File: src/rtl/dma_rd_sched.sv
// dma_rd_sched: splits one host-read command into MRRS-capped, 4 KB-safe read requests with tag tracking
module dma_rd_sched #(
    parameter int TAG_NUM    = 32,
    parameter int MRRS_BYTES = 512
) (
    input  logic        clk,
    input  logic        rst_n,
    input  logic        cmd_valid,
    output logic        cmd_ready,
    input  logic [63:0] cmd_addr,
    input  logic [31:0] cmd_len,
    output logic        req_valid,
    input  logic        req_ready,
    output logic [63:0] req_addr,
    output logic [10:0] req_dw_cnt,
    output logic [7:0]  req_tag,
    input  logic        cpl_end,
    input  logic [7:0]  cpl_tag,
    input  logic [11:0] cpl_length,
    input  logic [12:0] cpl_byte_count,
    output logic        busy,
    output logic        done,
    output logic [5:0]  outstanding,
    output logic        err_tag
);
    typedef enum logic [1:0] {IDLE, ISSUE, WAIT_CPL, DONE} state_t;
    state_t               state_q, state_d;
    logic [63:0]          cur_addr_q, cur_addr_d;
    logic [31:0]          remaining_q, remaining_d;
    logic                 req_valid_q, req_valid_d;
    logic [63:0]          req_addr_q, req_addr_d;
    logic [10:0]          req_dw_cnt_q, req_dw_cnt_d;
    logic [7:0]           req_tag_q, req_tag_d;
    logic [TAG_NUM-1:0]   tags_q, tags_d, free_mask, alloc_mask;
    logic [5:0]           outstanding_q, outstanding_d;
    logic                 err_tag_q, err_tag_d;
    logic [12:0]          boundary, rem_cap, mrrs_cap, chunk;
    logic                 free_found, hs;
    logic [7:0]           free_idx;

    assign hs = req_valid_q && req_ready;

    // chunk = min(remaining, MRRS, bytes left in the current 4 KB page)
    always_comb begin
        boundary = 13'd4096 - {1'b0, cur_addr_q[11:0]};
        rem_cap  = (remaining_q > 32'd4096) ? 13'd4096 : remaining_q[12:0];
        mrrs_cap = (rem_cap < 13'(MRRS_BYTES)) ? rem_cap : 13'(MRRS_BYTES);
        chunk    = (boundary < mrrs_cap) ? boundary : mrrs_cap;
    end

    // tag pool: lowest free tag from the pre-free vector, allocate on handshake, free on final completion
    always_comb begin
        free_found = 1'b0;
        free_idx   = 8'd0;
        for (int i = TAG_NUM - 1; i >= 0; i--) begin
            if (!tags_q[i]) begin
                free_found = 1'b1;
                free_idx   = 8'(i);
            end
        end
        free_mask  = '0;
        alloc_mask = '0;
        err_tag_d  = cpl_end;
        for (int i = 0; i < TAG_NUM; i++) begin
            if (cpl_end && cpl_tag == 8'(i) && tags_q[i]) begin
                err_tag_d    = 1'b0;
                free_mask[i] = ({1'b0, cpl_byte_count} == {cpl_length, 2'b00});
            end
            alloc_mask[i] = hs && req_tag_q == 8'(i);
        end
        tags_d        = (tags_q | alloc_mask) & ~free_mask;
        outstanding_d = 6'd0;
        for (int i = 0; i < TAG_NUM; i++) outstanding_d = outstanding_d + 6'(tags_d[i]);
    end

    // command sequencing and request staging
    always_comb begin
        state_d      = state_q;
        cur_addr_d   = cur_addr_q;
        remaining_d  = remaining_q;
        req_valid_d  = req_valid_q;
        req_addr_d   = req_addr_q;
        req_dw_cnt_d = req_dw_cnt_q;
        req_tag_d    = req_tag_q;
        case (state_q)
            IDLE: if (cmd_valid) begin
                cur_addr_d  = cmd_addr;
                remaining_d = cmd_len;
                state_d     = (cmd_len == 32'd0) ? DONE : ISSUE;
            end
            ISSUE: if (hs) begin
                cur_addr_d  = cur_addr_q + 64'(chunk);
                remaining_d = remaining_q - 32'(chunk);
                req_valid_d = 1'b0;
                if (remaining_q == 32'(chunk)) state_d = WAIT_CPL;
            end else if (!req_valid_q && remaining_q != 32'd0 && free_found) begin
                req_valid_d  = 1'b1;
                req_addr_d   = cur_addr_q;
                req_dw_cnt_d = chunk[12:2];
                req_tag_d    = free_idx;
            end
            WAIT_CPL: if (outstanding_q == 6'd0) state_d = DONE;
            DONE: state_d = IDLE;
        endcase
    end

    // state registers
    always_ff @(posedge clk or negedge rst_n) begin
        if (!rst_n) begin
            state_q       <= IDLE;
            cur_addr_q    <= '0;
            remaining_q   <= '0;
            req_valid_q   <= 1'b0;
            req_addr_q    <= '0;
            req_dw_cnt_q  <= '0;
            req_tag_q     <= '0;
            tags_q        <= '0;
            outstanding_q <= '0;
            err_tag_q     <= 1'b0;
        end else begin
            state_q       <= state_d;
            cur_addr_q    <= cur_addr_d;
            remaining_q   <= remaining_d;
            req_valid_q   <= req_valid_d;
            req_addr_q    <= req_addr_d;
            req_dw_cnt_q  <= req_dw_cnt_d;
            req_tag_q     <= req_tag_d;
            tags_q        <= tags_d;
            outstanding_q <= outstanding_d;
            err_tag_q     <= err_tag_d;
        end
    end

    assign cmd_ready   = state_q == IDLE;
    assign busy        = state_q != IDLE;
    assign done        = state_q == DONE;
    assign req_valid   = req_valid_q;
    assign req_addr    = req_addr_q;
    assign req_dw_cnt  = req_dw_cnt_q;
    assign req_tag     = req_tag_q;
    assign outstanding = outstanding_q;
    assign err_tag     = err_tag_q;
endmodule

File: config.mk
export PLATFORM = sky130hd
export DESIGN_NAME = dma_rd_sched
export DESIGN_NICKNAME = d
export VERILOG_FILES = /design/src/rtl/dma_rd_sched.sv
export SDC_FILE = /design/constraint.sdc
export NUM_CORES = 1
export LEC_CHECK = 0
export CAP_MARGIN = 10
export CORE_UTILIZATION = 55
export CTS_CLUSTER_SIZE = 20
export DETAILED_ROUTE_END_ITERATION = 6
export HOLD_SLACK_MARGIN = 0.03
export PLACE_DENSITY = 0.92
export SKIP_CTS_REPAIR_TIMING = 1
export SLEW_MARGIN = 40
export SYNTH_ARGS = -nofsm -noshare
export SYNTH_HDL_FRONTEND = slang
export SYNTH_SLANG_ARGS = --single-unit
File: constraint.sdc
create_clock -name clk -period 18.3 [get_ports clk]
set_input_delay 1.83 -clock clk [delete_from_list [all_inputs] [get_ports clk]]
set_output_delay 1.83 -clock clk [all_outputs]
set_load 0.05 [all_outputs]
After elaboration in Yosys (flattened, before gate mapping)
Index checks and enable logic that the tools add are counted.

Bits in registers: 221. Input bits: 134. Output and inout bits: 94. Logic and storage cells: 380.

$add $sub $neg: 34. Order comparisons: 3. Equal/unequal tests: 71. Multiplexer cells: 145. Bitwise logic cells: 4. Reduce and logical (&&, ||, !) cells: 113.

Operator list (count): $eq 8x5->1 const B (32); $mux 8 (31); $add 6x1->6 (26); $eq 8x4->1 const B (16); $mux 64 (2); $pmux 64 s2 (1); $logic_and 1x1->1 (99); $mux 1 (98); $add 64x13->64 (1); $eq 8x3->1 const B (8); $mux 32 (2); $pmux 32 s2 (1); $mux 13 (3); $and 32x32->32 (1); $eq 32x13->1 (1); $eq 8x2->1 const B (4); $gt 32x13->1 const B (1); $logic_not 32->1 (1); $not 32->32 (1); $or 32x32->32 (1); $reduce_bool 32->1 (1); $sub 32x13->32 (1); $eq 8x1->1 const B (2); $logic_not 8->1 (2); 23 further kinds (34).

Depth between registers and ports, before layout
Depth after elaboration: 37. Depth in mapped cells: 29.

Worst setup path before layout
No wires, ideal clock.

Kind: input port to flip-flop. Start: input cpl_byte_count[1]. End: register outstanding_q[4] (netlist: outstanding[4]). Library setup time: 0.123 ns. Arrival time: 7.061 ns. Required time: 18.177 ns. Setup slack: 11.116 ns. Stages: 23. Buffers on the path: 0. Cells stage by stage: nor3_1 > nand4_1 > nor3_1 > nand2_1 > nor3_1 > a31oi_1 > fa_1 > inv_1 > fa_1 > inv_1 > fa_1 > inv_1 > fa_1 > fa_1 > inv_1 > fa_1 > ha_1 > inv_1 > fa_1 > inv_1 > a21o_1 > a21oi_1 > xnor2_1.

RTL lines: start: declaration (line 20) `input logic [12:0] cpl_byte_count,`; $eq 13x14->1 (line 67) `free_mask[i] = ({1'b0, cpl_byte_count} == {cpl_length, 2'b00});`; $mux 1 (line 65) `if (cpl_end && cpl_tag == 8'(i) && tags_q[i]) begin`; $not 32->32 (line 71) `tags_d = (tags_q | alloc_mask) & ~free_mask;`; $and 32x32->32 (line 71); net tags_d[17] (line 34) `logic [TAG_NUM-1:0] tags_q, tags_d, free_mask, alloc_mask;`; $add 6x1->6 (15 in a row) (line 73) `for (int i = 0; i < TAG_NUM; i++) outstanding_d = outstanding_d + 6'(tags_d[i]);`; net outstanding_d[4] (line 35) `logic [5:0] outstanding_q, outstanding_d;`; end signal: assignment (line 129) `outstanding_q <= outstanding_d;`; end: declaration (line 35).

The timed path passes the listed nets, and every way through them passes these cells. A chain may end at the register's enable or synchronous reset.

Worst setup path after layout
Start: input cpl_length[1]. End: register outstanding_q[4] (netlist: outstanding[4]).

Word-level cells in the longest chain between the ends: 35.

Ends and longest elaborated chain: start: declaration (line 19) `input logic [11:0] cpl_length,`; $eq 13x14->1 (line 67); $mux 1 (line 65); $not 32->32 (line 71); $and 32x32->32 (line 71); net tags_d[0] (line 34); $add 1x1->2 (line 73); $add 2x1->3 (line 73); $add 3x1->4 (line 73); $add 4x1->5 (line 73); $add 5x1->6 (line 73); $add 6x1->6 (26 in a row) (line 73); net outstanding_d[4] (line 35).

The timed path passes the listed nets, and every way through them passes these cells.

==> summary.txt <==
CTS
  • H-Tree Depth: 1
  • CTS tree: done
  • Worst-path clk slew: around 60 ps
  • Clock sinks: 218
  • CTS Buf Count: 25
  • Clock Latency Late Sink: 540 ps
  • Worst-case clock buffer depth: 3
  • Clock Root Buffer: clkbuf_16

Synth
  • Avg Inst Size Synth: 9.04 µm²
  • Yosys warns: 0
  • Cell variety after synth: between 70 and 80
  • Ys flop type: dfrtp_1
  • EDFF count, synth: 0
  • Yosys reg bits: about 220
  • Post-synthesis sequential area ratio: roughly two fifths
  • Mapped Cells: 1550
  • Post-synth ARST share: 100%
  • Cell Area, Synth: around 14000 µm²

Place
  • Port buffer count: between 200 and 250
  • Detail Placement HPWL: ~32 mm
  • Placer Congestion: 0.930
  • Area after DPL: approximately 17000 µm²

STA
  • Tcrit/Tclk final: 42.2%
  • Fin. max-slew vios: 0
  • Endpoints failing hold: 0
  • Worst slew pin tran: slightly above 800 ps
  • Max Clock Skew: approximately 11 ps
  • Setup TNS Final: 0 ps
  • Worst hold slack: slightly above 500 ps
  • Slew HR: roughly 46%
  • Fmax: 129 MHz
  • Tmin final: just under 8000 ps
  • RSZ-0062 raised after global routing: no
  • Final setup vio count: 0

Routing
  • DRC violations left: 0
  • Routed Antenna Nets: 0
  • Vias: 13.5k
  • Routed wire length: 43.8 mm
  • DRT Pass-1 Iters: 6
  • Wire per inst: roughly 21 µm
  • DRT iter0 DRCs: between 1.5k and 2k
  • Vias per cell: 6.46

Power and ir drop
  • Maximum VDD drop: between 100 and 150 µV
  • Int Power: ~2.0 mW
  • Clock power frac: 13.8%
  • Lkg Pwr: 7.15 nW
  • Combinational share of power: around three fifths
  • Switch share: about half
  • NetSw: 1.89 mW
  • Power Density: around 220 nW/µm²
  • Flop pwr share: 24.9%

Die
  • Core box area: around 25000 µm²
  • Die W: 162 µm
  • Initial Util: 55.8%
  • DIE AREA: 26100 µm²
  • # rows: 58
  • I/O pin total: 228
  • Die height: 162 µm

GRT
  • Vias in the first global route: 12.9k
  • Gr usage total: 33.3%
  • Pin count of the biggest net entering global routing: 100
  • Global-route wire length before repair: 69.1 mm
  • Total grt overflow: 0
  • Initial antenna violation count: 0

Layout
  • Share of layout cells above drive strength 1: 9.20%
  • Area delta synth->final: 24.5%
  • Post-route cell area: 17500 µm²
  • Fillers: ~1.9k
  • Final core occ: a little over two thirds
  • Nets: between 1.5k and 2k

Worst setup path
  • WP data required: around 19000 ps
  • Worst setup EP type: flip-flop
  • Kind of critical path: input pin to flip-flop
  • WP data arrival: 8160 ps
  • Crit path launch type: input pin
  • Worst-path fanout max: 6

Run
  • Max-cap violations: 0

Hold path
  • Worst hold path type: flip-flop to flip-flop

Status
  • Status: complete, no violations
-- cells by family after synthesis --
kind of cell,Yosys count,synth area share (%)
adder cells (fa/ha/maj),75,8.09
buffers and inverters,161,4.41
flip-flops,218,38.9
other,2,0.0536
AND/OR/NAND/NOR,524,18.7
multiplexers,111,8.67
XOR/XNOR,39,2.44
AO/OA/AOI/OAI,420,18.7
-- final cells by class --
| class | instances | area, µm² | area share (%) |
|---|---|---|---|
| clock buffers | 33 | 686 | 3.93 |
| multi-input cells | 1176 | 8020 | 46.0 |
| well taps | 330 | 413 | 2.37 |
| diodes | 1 | 2.50 | 0.0143 |
| inverters | 82 | 308 | 1.76 |
| repair buffers | 240 | 2390 | 13.7 |
| flip-flops and latches | 218 | 5460 | 31.3 |
| clock inverters | 12 | 178 | 1.02 |
-- per-stage QoR --
| step | cells | worst slack [ps] | power [mW] |
|---|---|---|---|
| 2_1_floorplan | 1555 | 11120 | 2.61 |
| 3_3_place_gp | 2045 | 10160 | 3.17 |
| 3_5_place_dp | 2045 | 9910 | 3.27 |
| 4_1_cts | 2090 | 10480 | 3.81 |
| 5_1_grt | 2091 | 10250 | 4.10 |
| 6_report | 2092 | 10570 | 3.85 |
-- worst max-delay path, stage by stage --
cell and delay (ps):
clkdlybuf4s50_1 450, xnor2_1 240, nand4_1 120, nor3_1 260
nand2_1 210, nor3_1 600, a31oi_1 270, fa_1 590
inv_1 60, fa_1 530, fa_1 440, fa_1 510
fa_1 510, inv_1 50, fa_1 480, ha_1 190
inv_1 60, fa_1 390, inv_1 80, a21o_1 100
a21oi_1 70, xnor2_1 130
-- metal layers --
layer,global-route usage (%),part of all wire [%],up-vias
li1,-,-,6057
met1,45.2,40,6544
met2,54.1,47,802
met3,6.14,9.9,106
met4,10.5,3.0,0
met5,0,0,-
-- registers in the layout, indices dropped and copies added (netlist names) --
signal       cells
req_addr        64
cur_addr_q      64
remaining_q     32
state_q          2
err_tag          1
tags_q          32
outstanding      6
req_valid        1
req_tag          5
req_dw_cnt      11
-- Yosys cell counts, drive strengths merged, types with 5 or more instances --
master / number / area (µm²)
nor2b: 18 / 113
a31oi: 38 / 238
o22ai: 41 / 257
inv: 82 / 308
xor2: 9 / 78.8
o21ai: 80 / 400
a31o: 12 / 105
nor3: 60 / 300
or3: 19 / 119
a21o: 14 / 105
ha: 49 / 613
nor2: 97 / 367
nand3: 47 / 235
o21a: 10 / 75.1
mux2: 73 / 822
fa: 26 / 521
mux2i: 37 / 370
o311ai: 5 / 43.8
a211oi: 8 / 60.1
nand4: 32 / 206
buf: 9 / 47.5
and3: 21 / 131
or4: 12 / 90.1
nand2: 143 / 537
a21oi: 134 / 671
and2: 14 / 87.6
nor4: 23 / 150
o32ai: 5 / 43.8
dfrtp: 218 / 5460
and4: 8 / 72.6
nand2b: 14 / 87.6
clkbuf: 70 / 263
a22oi: 6 / 45.0
o211ai: 10 / 75.1
xnor2: 30 / 263
-- power by group through the flow --
stage | Clock (mW) | Sequential (mW) | Combinational [mW]
2_1_floorplan | 0 | 1.18 | 1.42
3_3_place_gp | 0 | 0.941 | 2.23
3_5_place_dp | 0 | 0.952 | 2.32
4_1_cts | 0.534 | 0.948 | 2.33
5_1_grt | 0.556 | 0.985 | 2.56
6_report | 0.531 | 0.957 | 2.36
-- placed cells by master, fill, tap and decap left out, drive strengths merged, types with 9 or more instances in the layout --
master	n
inv	83
nor2	97
o211ai	10
clkdlybuf4s50	223
a21o	14
buf	17
o21a	10
nand3	47
and3	21
or3	19
xnor2	30
dfrtp	218
mux2i	37
nor3	60
nor4	23
clkbuf	33
nand4	32
o22ai	41
nand2	143
ha	49
and2	14
mux2	73
a31o	12
fa	26
a21oi	134
nor2b	18
a31oi	38
or4	12
xor2	9
o21ai	80
nand2b	14
-- path summary, 6_finish.rpt --
path / startpoint / end / slack (ps) / cells past startpoint
worst min register to register: req_addr[1] / req_addr[1] / 500 / 1
max in group asynchronous: rst_n / req_addr[6] / 15770 / 3
min in group asynchronous: rst_n / req_addr[48] / 1170 / 1
worst max register to register: remaining_q[18] / cur_addr_q[59] / 10780 / 25
worst min-delay path: req_addr[1] / req_addr[1] / 500 / 1
worst max-delay path: cpl_length[1] / outstanding[4] / 10570 / 22
(Power assumes the default switching activity.)
